[src/rtl/m2vblksched.sv]
// rtl/m2vblksched.sv - MPEG2 block scheduler: expands a macroblock into six
// credit-throttled block issues and drains outstanding blocks at picture end.
module m2vblksched #(
  parameter int MBX_WIDTH       = 6,
  parameter int MBY_WIDTH       = 5,
  parameter int MAX_OUTSTANDING = 1
) (
  input  logic                 clk,
  input  logic                 reset_n,
  input  logic                 mb_valid_i,
  output logic                 mb_ready_o,
  input  logic [5:0]           mb_cbp_i,
  input  logic                 mb_intra_i,
  input  logic [MBX_WIDTH-1:0] mb_x_i,
  input  logic [MBY_WIDTH-1:0] mb_y_i,
  input  logic                 pic_end_i,
  input  logic                 blk_done_i,
  output logic                 block_start_o,
  output logic [2:0]           s1_block_o,
  output logic                 s1_coded_o,
  output logic                 s1_mb_intra_o,
  output logic [MBX_WIDTH-1:0] s1_mb_x_o,
  output logic [MBY_WIDTH-1:0] s1_mb_y_o,
  output logic                 s1_enable_o,
  output logic                 pic_done_o,
  output logic                 err_o
);

  typedef enum logic [1:0] {
    IDLE  = 2'd0,
    RUN   = 2'd1,
    DRAIN = 2'd2
  } state_t;

  localparam logic [1:0] MAX_OUT = 2'(MAX_OUTSTANDING);

  state_t                 state_q;
  logic [5:0]             cbp_q;
  logic                   intra_q;
  logic [MBX_WIDTH-1:0]   x_q;
  logic [MBY_WIDTH-1:0]   y_q;
  logic [2:0]             blk_cnt_q;
  logic [1:0]             out_q, out_d;
  logic                   err_q, err_d;
  logic                   pic_pend_q;
  logic                   block_start_q;
  logic [2:0]             s1_block_q;
  logic                   s1_coded_q;
  logic                   s1_mb_intra_q;
  logic [MBX_WIDTH-1:0]   s1_mb_x_q;
  logic [MBY_WIDTH-1:0]   s1_mb_y_q;
  logic                   s1_enable_q;
  logic                   pic_done_q;
  logic                   issue;

  // Credit check and counter update both use the pre-update outstanding count.
  always_comb begin
    issue = (state_q == RUN) && (out_q < MAX_OUT);
    out_d = out_q;
    err_d = err_q;
    if (issue && !blk_done_i) begin
      out_d = out_q + 2'd1;
    end else if (!issue && blk_done_i) begin
      if (out_q == 2'd0) begin
        err_d = 1'b1;
      end else begin
        out_d = out_q - 2'd1;
      end
    end
  end

  always_ff @(posedge clk or negedge reset_n) begin
    if (!reset_n) begin
      state_q       <= IDLE;
      cbp_q         <= '0;
      intra_q       <= 1'b0;
      x_q           <= '0;
      y_q           <= '0;
      blk_cnt_q     <= '0;
      out_q         <= '0;
      err_q         <= 1'b0;
      pic_pend_q    <= 1'b0;
      block_start_q <= 1'b0;
      s1_block_q    <= '0;
      s1_coded_q    <= 1'b0;
      s1_mb_intra_q <= 1'b0;
      s1_mb_x_q     <= '0;
      s1_mb_y_q     <= '0;
      s1_enable_q   <= 1'b0;
      pic_done_q    <= 1'b0;
    end else begin
      out_q         <= out_d;
      err_q         <= err_d;
      block_start_q <= 1'b0;
      pic_done_q    <= 1'b0;
      case (state_q)
        IDLE: begin
          if (mb_valid_i) begin
            cbp_q     <= mb_cbp_i;
            intra_q   <= mb_intra_i;
            x_q       <= mb_x_i;
            y_q       <= mb_y_i;
            blk_cnt_q <= '0;
            state_q   <= RUN;
            if (pic_end_i) begin
              pic_pend_q <= 1'b1;
            end
          end else if (pic_end_i || pic_pend_q) begin
            pic_pend_q <= 1'b0;
            state_q    <= DRAIN;
          end
        end
        RUN: begin
          if (pic_end_i) begin
            pic_pend_q <= 1'b1;
          end
          if (issue) begin
            block_start_q <= 1'b1;
            s1_block_q    <= blk_cnt_q;
            // cbp bit 5 describes block 0, so index from the top.
            s1_coded_q    <= intra_q | cbp_q[3'd5 - blk_cnt_q];
            s1_mb_intra_q <= intra_q;
            s1_mb_x_q     <= x_q;
            s1_mb_y_q     <= y_q;
            s1_enable_q   <= 1'b1;
            blk_cnt_q     <= blk_cnt_q + 3'd1;
            if (blk_cnt_q == 3'd5) begin
              state_q <= IDLE;
            end
          end
        end
        DRAIN: begin
          if (pic_end_i) begin
            pic_pend_q <= 1'b1;
          end
          if (out_q == 2'd0) begin
            pic_done_q  <= 1'b1;
            s1_enable_q <= 1'b0;
            state_q     <= IDLE;
          end
        end
        default: state_q <= IDLE;
      endcase
    end
  end

  assign mb_ready_o    = (state_q == IDLE);
  assign block_start_o = block_start_q;
  assign s1_block_o    = s1_block_q;
  assign s1_coded_o    = s1_coded_q;
  assign s1_mb_intra_o = s1_mb_intra_q;
  assign s1_mb_x_o     = s1_mb_x_q;
  assign s1_mb_y_o     = s1_mb_y_q;
  assign s1_enable_o   = s1_enable_q;
  assign pic_done_o    = pic_done_q;
  assign err_o         = err_q;

endmodule

[config.mk]
export PLATFORM = sky130hd
export DESIGN_NAME = m2vblksched
export DESIGN_NICKNAME = d
export VERILOG_FILES = /design/src/rtl/m2vblksched.sv
export SDC_FILE = /design/constraint.sdc
export NUM_CORES = 1
export LEC_CHECK = 0
export BUFFER_PORTS_ARGS = -buffer_cell sky130_fd_sc_hd__buf_2
export CAP_MARGIN = 20
export CORE_MARGIN = 4
export CORE_UTILIZATION = 35
export DETAILED_ROUTE_END_ITERATION = 8
export SLEW_MARGIN = 20
export SYNTH_ARGS = -nofsm -noshare
export SYNTH_HDL_FRONTEND = slang
export SYNTH_SLANG_ARGS = --single-unit
[constraint.sdc]
create_clock -name clk -period 2.64 [get_ports clk]
set_input_delay 0.264 -clock clk [delete_from_list [all_inputs] [get_ports clk]]
set_output_delay 0.264 -clock clk [all_outputs]
set_load 0.1 [all_outputs]
# == Word-level counts from Yosys, hierarchy flattened ==
# Cells that the tools add are included.
# totals
ff_bits,46
input_bits,23
out_inout_bits,21
wordCells,80
# op_classes
add_sub_neg,4
order_cmp,2
n_eq_ne,9
muxes,25
bitwise,2
n_reduce_logical,21
# ops
op,n
2-bit 2-to-1 mux,8
1-bit 2-to-1 mux,10
3-bit AND reduction,3
"2-bit != test, second input constant",4
2-bit AND reduction,4
2-bit nonzero test,4
3-bit 2-to-1 mux,2
2-bit case mux with 3 select lines,1
3-bit case mux with 2 select lines,1
2-bit logical NOT,2
"3-bit by 4-bit less-than comparator with 1-bit output, second input constant",1
1-bit case mux with 2 select lines,2
4-bit AND reduction,1
"3-bit by 1-bit adder with 3-bit output, second input constant",1
1-bit binary-select mux with 3-bit select,1
"3-bit equality test, second input constant",1
1-bit logical AND,3
"3-bit by 2-bit != test with 1-bit output, second input constant",1
"3-bit subtractor, first input constant",1
"2-bit by 1-bit adder with 2-bit output, second input constant",1
"2-bit by 1-bit equality test with 1-bit output, second input constant",1
"2-bit equality test, second input constant",1
1-bit logical NOT,2
"2-bit by 1-bit less-than comparator with 1-bit output, second input constant",1
other kinds (6),6

# == Logic depth before layout (Yosys ltp) ==
# Gate-level depths: netlist of the first run.
# logic_depth
ltp_word,6
depth_mapped,10
depth_no_buf,7

# == Worst setup path before layout of the first run ==
# Ideal clock, no wire load.
# synth_path
path_kind,register to register
from,register state_q[0]
to,register cbp_q[0]
setup_time_ns,0.125
arrival_time_ns,2.178
t_required_ns,2.515
path_slack_ns,0.338
path_stages_with_launch,6
n_path_buf,1
period_less_slack_ns,2.302
cell_sequence,dfrtp_1 inv_1 ha_1 nand2_2 buf_2 mux2_2
# synth_via
elab_chain_cells,2
# synth_lines
item,line_no,text
from (decl),37,state_t state_q;
from (signal assigned),74,state_q <= IDLE;
from (signal assigned),104,state_q <= RUN;
from (signal assigned),110,state_q <= DRAIN;
2-bit logical NOT,-,
net mb_ready_o,11,"output logic mb_ready_o,"
2-bit AND reduction (no line),-,
to (signal assigned),99,cbp_q <= mb_cbp_i;
to (decl),38,logic [5:0] cbp_q;
# The timed path passes the listed nets, and every way through them passes these cells.
# A chain may end at the register's enable or synchronous reset.

# == Worst setup path after layout of the first run ==
# layout_path
from,register out_q[1]
to,register out_q[1]
# layout_via
elab_chain_cells,6
word_cells_on_any_way,14
cone_classes,add/sub: 2; order compare: 1; eq/ne: 1; mux: 3; reduce/logical: 7
# layout_lines
item,line_no,text
from (decl),43,"logic [1:0] out_q, out_d;"
from (signal assigned),92,out_q <= out_d;
2-bit by 1-bit less-than comparator with 1-bit output,58,issue = (state_q == RUN) && (out_q < MAX_OUT);
1-bit logical AND,58,
1-bit logical NOT,63,end else if (!issue && blk_done_i) begin
1-bit logical AND,63,
2-bit nonzero test (no line),-,
2-bit AND reduction (no line),-,
# Parallel ways exist; a longest one is shown, timed or not. The select of a mux whose other input is x is not followed.

==> tab_implementation.tex, run 1 <==
\begin{tabular}{lr}
\hline
Metric & Value \\
\hline
\multicolumn{2}{l}{\textbf{Place}} \\
\quad Count of input and output buffers & 43 \\
\quad Weighted congestion at the end of routability-driven global placement & 0.723 \\
\quad Placed wire-length estimate & 2660 µm \\
\multicolumn{2}{l}{\textbf{Synth}} \\
\quad Post-synth design cell area & 2020 µm² \\
\quad Post-synthesis sequential area ratio & 0.571 \\
\quad Count of flip-flops with a built-in enable after synthesis & 0 \\
\quad Post-Syn Nets & 184 \\
\quad Synth warnings & 0 \\
\quad Synth Instances & 152 \\
\quad Synthesis-stage register bit count & 46 \\
\quad Async set or reset register ratio after synthesis & 1.00 \\
\quad Number of distinct library cell variants in the gate-level netlist after synthesis & 35 \\
\quad Predominant post-synthesis flop cell & sky130\_fd\_sc\_hd\_\_dfrtp\_1 \\
\quad Syn Area/Cell & 13.3 µm² \\
\multicolumn{2}{l}{\textbf{Setup path}} \\
\quad Data arrival time of the critical path & 2280 ps \\
\quad Critical Setup Path Class & register to register \\
\quad Cells along the critical path & inv\_1 > ha\_1 > nand2\_1 > ha\_1 > nor4\_1 > a31oi\_1 > and2\_1 \\
\quad Reg-to-Reg Start & out\_q[1] \\
\quad Data required time of the critical path & 2830 ps \\
\quad Bufs and invs on worst path & 1 \\
\quad Type of origin of the critical path & register \\
\quad Worst reg2reg path endpoint & out\_q[1] \\
\quad Setup slack of the worst register-to-register path & 540 ps \\
\quad Most frequent cell on the critical path & sky130\_fd\_sc\_hd\_\_ha\_1 \\
\quad R2r worst-path depth & 7 \\
\quad Critical-path cell with the highest stage delay & sky130\_fd\_sc\_hd\_\_ha\_1 \\
\quad Crit path largest cell delay & 420 ps \\
\quad Sort of element at the end of the critical path & register \\
\quad Critical path's top delay family & adder cells \\
\quad Critical-path maximum fanout & 10 \\
\multicolumn{2}{l}{\textbf{STA}} \\
\quad Actual transition at the worst max-transition pin & 564 ps \\
\quad Highest clock rate & 0.477 GHz \\
\quad Post-Route Setup TNS & 0 ps \\
\quad RSZ-0062 raised after global routing & no \\
\quad Share of the clock period used by the worst path after layout & 0.794 \\
\quad Max-slew violations & 0 \\
\quad Period minus WS final & 2100 ps \\
\quad Final setup viols & 0 \\
\quad Worst Hold Slack & -44.3 ps \\
\quad Worst-case clock skew & 5.53 ps \\
\quad Worst max-slew margin expressed relative to the limit & 0.624 \\
\quad Final Hold Vio Count & 46 \\
\multicolumn{2}{l}{\textbf{Status}} \\
\quad Status & complete, but fails checks \\
\quad Violations in the final reports & negative hold slack \\
\multicolumn{2}{l}{\textbf{Hold path}} \\
\quad Hold Crit Class & input port to asynchronous set/reset pin \\
\multicolumn{2}{l}{\textbf{Flow run}} \\
\quad Max-cap violations & 0 \\
\multicolumn{2}{l}{\textbf{Global route}} \\
\quad Global-route wire length before repair & 6470 µm \\
\quad Maximum number of pins on one net before global-route repair & 47 \\
\quad Overall fraction of global-route tracks in use & 0.115 \\
\quad Total overflow reported by the global router & 0 \\
\quad Antenna violations before repair & 0 \\
\quad Number of global-route vias before repair & 1,359 \\
\multicolumn{2}{l}{\textbf{Routing}} \\
\quad First-pass iteration count of the detailed router & 4 \\
\quad DRC viols & 0 \\
\quad Total wirelength of the detailed-routed design & 3690 µm \\
\quad Routed length per instance & 13.7 µm \\
\quad Avg Vias per Cell & 4.75 \\
\quad Iteration-0 DRC count of the detailed router & 44 \\
\quad Detailed-route via count & 1,282 \\
\quad Count of nets left with antenna violations after detail routing & 0 \\
\multicolumn{2}{l}{\textbf{Clocking}} \\
\quad Clock insertion delay at the later pin of the skew report & 290 ps \\
\quad Clock H-tree levels & 2 \\
\quad Number of post-CTS setup repair buffers & 0 \\
\quad Clock tree buffer depth & 2 \\
\quad CTS buffer count & 5 \\
\quad Resized cells post-CTS & 0 \\
\quad Hold-fix buffers at CTS & 0 \\
\quad CTS tree & built \\
\quad Sink count of the clock tree & 46 \\
\quad Master cell of the clock root buffer & sky130\_fd\_sc\_hd\_\_clkbuf\_8 \\
\quad Reg clk slew, reported paths & 80 ps \\
\multicolumn{2}{l}{\textbf{Die}} \\
\quad Initial Util & 0.364 \\
\quad CORE AREA & 5540 µm² \\
\quad Total Die Area & 7040 µm² \\
\quad Die H & 83.9 µm \\
\quad Std-Cell Rows & 27 \\
\quad Chip Width & 83.9 µm \\
\quad Number of top-level pins & 44 \\
\multicolumn{2}{l}{\textbf{Cells and area}} \\
\quad Most common library cell in the layout ignoring fill and taps & sky130\_fd\_sc\_hd\_\_dfrtp\_1 \\
\quad Number of filler cells placed in the layout & 555 \\
\quad Share of cells above drive strength 1 & 0.439 \\
\quad Final \#Nets & 229 \\
\quad Ant. Diodes & 0 \\
\quad Most frequent cells in the layout & sky130\_fd\_sc\_hd\_\_dfrtp\_1 (46), sky130\_fd\_sc\_hd\_\_buf\_2 (42), sky130\_fd\_sc\_hd\_\_mux2\_2 (32) \\
\quad Synthesis-to-layout area growth & 18.2\% \\
\hline
\end{tabular}
==> synthesized netlist by cell type (2+ instances only) <==
| library cell | n | share of area |
|---|---|---|
| sky130_fd_sc_hd__dfrtp_1 | 46 | 0.57 |
| sky130_fd_sc_hd__mux2_2 | 32 | 0.18 |
| sky130_fd_sc_hd__ha_1 | 9 | 0.056 |
| sky130_fd_sc_hd__inv_1 | 8 | 0.015 |
| sky130_fd_sc_hd__o21ai_0 | 7 | 0.017 |
| sky130_fd_sc_hd__nand2_1 | 5 | 0.0093 |
| sky130_fd_sc_hd__a21oi_1 | 4 | 0.0099 |
| sky130_fd_sc_hd__nand3_1 | 4 | 0.0099 |
| sky130_fd_sc_hd__nor2_1 | 4 | 0.0074 |
| sky130_fd_sc_hd__buf_2 | 3 | 0.0074 |
| sky130_fd_sc_hd__a22o_1 | 2 | 0.0087 |
| sky130_fd_sc_hd__and2_1 | 2 | 0.0062 |
| sky130_fd_sc_hd__mux2i_1 | 2 | 0.0099 |
| sky130_fd_sc_hd__nor2b_1 | 2 | 0.0062 |
| sky130_fd_sc_hd__nor4_1 | 2 | 0.0062 |
==> layout make-up <==
cell class,count,area (µm²),area share
clock buffers,7,86.3,0.0362
clock inverters,1,5.00,0.00210
inverters,8,30.0,0.0126
multi-input cells,92,796,0.334
flip-flops and latches,46,1150,0.483
well taps,72,90.1,0.0378
repair buffers,44,225,0.0945
==> worst reg2reg max path, stage by stage (launching register included) <==
cell and delay [ps]:
sky130_fd_sc_hd__dfrtp_1 370, sky130_fd_sc_hd__inv_1 120, sky130_fd_sc_hd__ha_1 320, sky130_fd_sc_hd__nand2_1 310
sky130_fd_sc_hd__ha_1 420, sky130_fd_sc_hd__nor4_1 250, sky130_fd_sc_hd__a31oi_1 60, sky130_fd_sc_hd__and2_1 150
==> worst max path at each step <==
| stage | from | end | cells past startpoint |
|---|---|---|---|
| 2_1_floorplan | state_q[0] | cbp_q[0] | 5 |
| 3_3_place_gp | out_q[1] | out_q[1] | 7 |
| 3_5_place_dp | out_q[1] | out_q[1] | 7 |
| 4_1_cts | out_q[1] | out_q[1] | 7 |
| 5_1_grt | out_q[1] | out_q[1] | 7 |
| 6_report | out_q[1] | out_q[1] | 7 |
==> metrics by stage <==
stage	utilization	hold WS [ps]	setup slack, ps	std cells	instance area (µm²)
floorplan	-	-31.6	338	152	2020
global placement	0.413	440	662	262	2290
detailed placement	0.413	453	579	262	2290
CTS	0.430	171	555	270	2380
global route	0.430	1.35	396	270	2380
finish	0.430	-44.3	544	270	2380
==> registers in the layout, indices dropped and copies added (netlist names), 2 cells and up <==
name,count
s1_block_o,3
state_q,2
y_q,5
blk_cnt_q,3
s1_mb_y_o,5
x_q,6
s1_mb_x_o,6
cbp_q,6
out_q,2
==> cell families (layout without fill, tap and decap cells) <==
family,count (synthesis),count (layout),synth area share
flip-flops,46,46,0.571
XOR/XNOR,1,1,0.00435
AND/OR/NAND/NOR,26,26,0.0695
multiplexers,35,35,0.196
AO/OA/AOI/OAI,21,21,0.0689
adder cells (fa/ha/maj),9,9,0.0559
buffers and inverters,14,60,0.0341
==> per-layer routing <==
| metal | wire (µm) | global-route usage | vias to the layer above |
|---|---|---|---|
| met5 | 0 | 0 | - |
| met4 | 56 | 0.0395 | 0 |
| met3 | 309 | 0.0553 | 6 |
| met2 | 1580 | 0.179 | 34 |
| met1 | 1740 | 0.141 | 615 |
| li1 | - | - | 627 |
Power of run 1 is not shown: default switching activity piles up to over one toggle a cycle in this logic, so the estimate is an artifact.
==> run 2: changes to the inputs <==
==> constraint.sdc (replaced) <==
create_clock -name clk -period 1.8 [get_ports clk]
set_input_delay 0.18 -clock clk [delete_from_list [all_inputs] [get_ports clk]]
set_output_delay 0.18 -clock clk [all_outputs]
set_load 0.1 [all_outputs]
==> tab_implementation.tex, run 2 (same netlist as run 1, synthesis figures left out) <==
\begin{tabular}{lr}
\hline
Metric & Value \\
\hline
\multicolumn{2}{l}{\textbf{Status}} \\
\quad Status & completed \\
\multicolumn{2}{l}{\textbf{Clocking}} \\
\quad Clock tree buffer depth & 2 (unchanged) \\
\quad CTS buffer count & 5 (unchanged) \\
\quad Clock insertion delay at the later pin of the skew report & 290 ps (about the same) \\
\quad Master cell of the clock root buffer & sky130\_fd\_sc\_hd\_\_clkbuf\_8 \\
\quad Reg clk slew, reported paths & 80 ps (about the same) \\
\quad Clock H-tree levels & 2 (unchanged) \\
\quad Sink count of the clock tree & 46 (unchanged) \\
\quad Resized cells post-CTS & 0 (unchanged) \\
\quad CTS tree & built \\
\multicolumn{2}{l}{\textbf{Place}} \\
\quad Minimum setup slack after placement & 176 ps (-403 ps) \\
\quad DP Cell Count & 271 (+3.4\%) \\
\quad Count of input and output buffers & 43 (unchanged) \\
\quad Placed wire-length estimate & 2850 µm (+7.3\%) \\
\quad Weighted congestion at the end of routability-driven global placement & 0.727 (+0.62\%) \\
\quad DP Area & 2380 µm² (+4.2\%) \\
\multicolumn{2}{l}{\textbf{STA}} \\
\quad RSZ-0062 raised after global routing & no \\
\quad Highest clock rate & 0.588 GHz \\
\quad Final Hold Vio Count & 0 (-100\%) \\
\quad Actual transition at the worst max-transition pin & 564 ps (+0.110 ps) \\
\quad Worst-case clock skew & 3.65 ps (-1.88 ps) \\
\quad Share of the clock period used by the worst path after layout & 0.945 \\
\quad Max-slew violations & 0 (unchanged) \\
\quad Post-route worst setup slack & 99.2 ps (-444 ps) \\
\quad Worst max-slew margin expressed relative to the limit & 0.624 (about the same) \\
\quad Period minus WS final & 1700 ps \\
\quad Final setup viols & 0 (unchanged) \\
\multicolumn{2}{l}{\textbf{Setup path}} \\
\quad Worst reg2reg path endpoint & state\_q[0] \\
\quad Type of origin of the critical path & register \\
\quad R2r worst-path depth & 7 (unchanged) \\
\quad Critical-path cell with the highest stage delay & sky130\_fd\_sc\_hd\_\_buf\_2 \\
\quad Data arrival time of the critical path & 1520 ps (-760 ps) \\
\quad Cells along the critical path & inv\_1 > ha\_2 > buf\_2 \\
\quad Reg-to-Reg Start & out\_q[1] \\
\quad Setup slack of the worst register-to-register path & 170 ps (-370 ps) \\
\quad Critical-path maximum fanout & 7 (-3) \\
\quad Crit path largest cell delay & 450 ps (+30 ps) \\
\quad Data required time of the critical path & 1620 ps (-1210 ps) \\
\quad Critical Setup Path Class & register to output port \\
\quad Critical path's top delay family & buffers and inverters \\
\quad Bufs and invs on worst path & 2 (+1) \\
\quad Sort of element at the end of the critical path & output port \\
\multicolumn{2}{l}{\textbf{Cells and area}} \\
\quad Final \#Nets & 239 (+4.4\%) \\
\quad Final Instance Count excl. Fillers & 280 (+3.7\%) \\
\quad Most frequent cells in the layout & sky130\_fd\_sc\_hd\_\_dfrtp\_1 (46), sky130\_fd\_sc\_hd\_\_buf\_2 (43), sky130\_fd\_sc\_hd\_\_mux2\_2 (32) \\
\quad Share of cells above drive strength 1 & 0.471 (+0.0318) \\
\quad Most common library cell in the layout ignoring fill and taps & sky130\_fd\_sc\_hd\_\_dfrtp\_1 \\
\quad Number of filler cells placed in the layout & 533 (-4.0\%) \\
\quad Summed area of non-filler cells in the final layout & 2480 µm² (+4.1\%) \\
\quad Ant. Diodes & 0 (unchanged) \\
\quad Synthesis-to-layout area growth & 23.1\% \\
\multicolumn{2}{l}{\textbf{Global route}} \\
\quad Overall fraction of global-route tracks in use & 0.117 (+0.00185) \\
\quad Total overflow reported by the global router & 0 (unchanged) \\
\quad Antenna violations before repair & 0 (unchanged) \\
\quad Number of global-route vias before repair & 1,392 (+2.4\%) \\
\quad Global-route wire length before repair & 6640 µm (+2.7\%) \\
\quad Maximum number of pins on one net before global-route repair & 47 (unchanged) \\
\multicolumn{2}{l}{\textbf{Die}} \\
\quad CORE AREA & 5540 µm² (unchanged) \\
\quad Number of top-level pins & 44 (unchanged) \\
\quad Total Die Area & 7040 µm² (unchanged) \\
\quad Chip Width & 83.9 µm (unchanged) \\
\quad Std-Cell Rows & 27 (unchanged) \\
\quad Die H & 83.9 µm (unchanged) \\
\quad Initial Util & 0.364 (unchanged) \\
\multicolumn{2}{l}{\textbf{Routing}} \\
\quad Avg Vias per Cell & 4.76 (+0.34\%) \\
\quad Iteration-0 DRC count of the detailed router & 35 (-20\%) \\
\quad Routed length per instance & 13.8 µm (+1.4\%) \\
\quad Total wirelength of the detailed-routed design & 3880 µm (+5.2\%) \\
\quad Count of nets left with antenna violations after detail routing & 0 (unchanged) \\
\quad DRC viols & 0 (unchanged) \\
\quad First-pass iteration count of the detailed router & 4 (unchanged) \\
\quad Detailed-route via count & 1,334 (+4.1\%) \\
\multicolumn{2}{l}{\textbf{Hold path}} \\
\quad Startpoint of the tightest hold check path & mb\_cbp\_i[4] \\
\quad Hold Crit Class & input port to register \\
\quad Sink of the worst hold path & cbp\_q[4] \\
\quad Worst hold path cell count & 2 \\
\multicolumn{2}{l}{\textbf{Flow run}} \\
\quad Max-cap violations & 0 (unchanged) \\
\hline
\end{tabular}
==> run 2: worst max path at each step <==
stage | startpoint | to | depth (start not counted)
after floorplan | state_q[0] | cbp_q[0] | 5
after global placement | out_q[1] | state_q[0] | 7
after detailed placement | state_q[1] | out_q[1] | 7
after CTS | state_q[1] | mb_ready_o | 3
after global routing | state_q[1] | mb_ready_o | 3
final | state_q[1] | mb_ready_o | 3
==> run 2: cell type report <==
cell class | count | area [µm²] | share of cell area
Clock buffer | 6 | 72.6 | 0.0292
Inverter | 8 | 30.0 | 0.0121
Sequential cell | 46 | 1150 | 0.464
Timing Repair Buffer | 54 | 313 | 0.126
Multi-Input combinational cell | 92 | 811 | 0.327
Clock inverter | 2 | 13.8 | 0.00555
Tap cell | 72 | 90.1 | 0.0363
==> run 2: what timing repair did <==
item,4_1_cts,5_1_grt
setup buffers,0,0
endpoints found under the hold margin,46,0
hold buffers,1,0
==> run 2: stage by stage <==
step	hold WS [ps]	utilization	TNS [ps]
finish	111	0.448	0
global route	102	0.448	0
global placement	306	0.430	0
floorplan	-116	-	-1120
detailed placement	306	0.430	0
CTS	99.1	0.448	0
==> run 2: per-layer routing <==
metal / vias up / global-route usage / wire, µm
li1: 643 / - / -
met1: 651 / 0.150 / 1780
met2: 35 / 0.182 / 1760
met3: 5 / 0.0444 / 295
met4: 0 / 0.0395 / 44
met5: - / 0 / 0
==> run 2: worst reg2reg max path: stages (launching register included) <==
cell                      delay [ps]
sky130_fd_sc_hd__dfrtp_1         370
sky130_fd_sc_hd__inv_1           110
sky130_fd_sc_hd__ha_1            180
sky130_fd_sc_hd__buf_4           150
sky130_fd_sc_hd__nand3_1          80
sky130_fd_sc_hd__a21oi_1         290
sky130_fd_sc_hd__o31ai_1         140
sky130_fd_sc_hd__a32o_1          220
Power of run 2 is left out for the same reason.
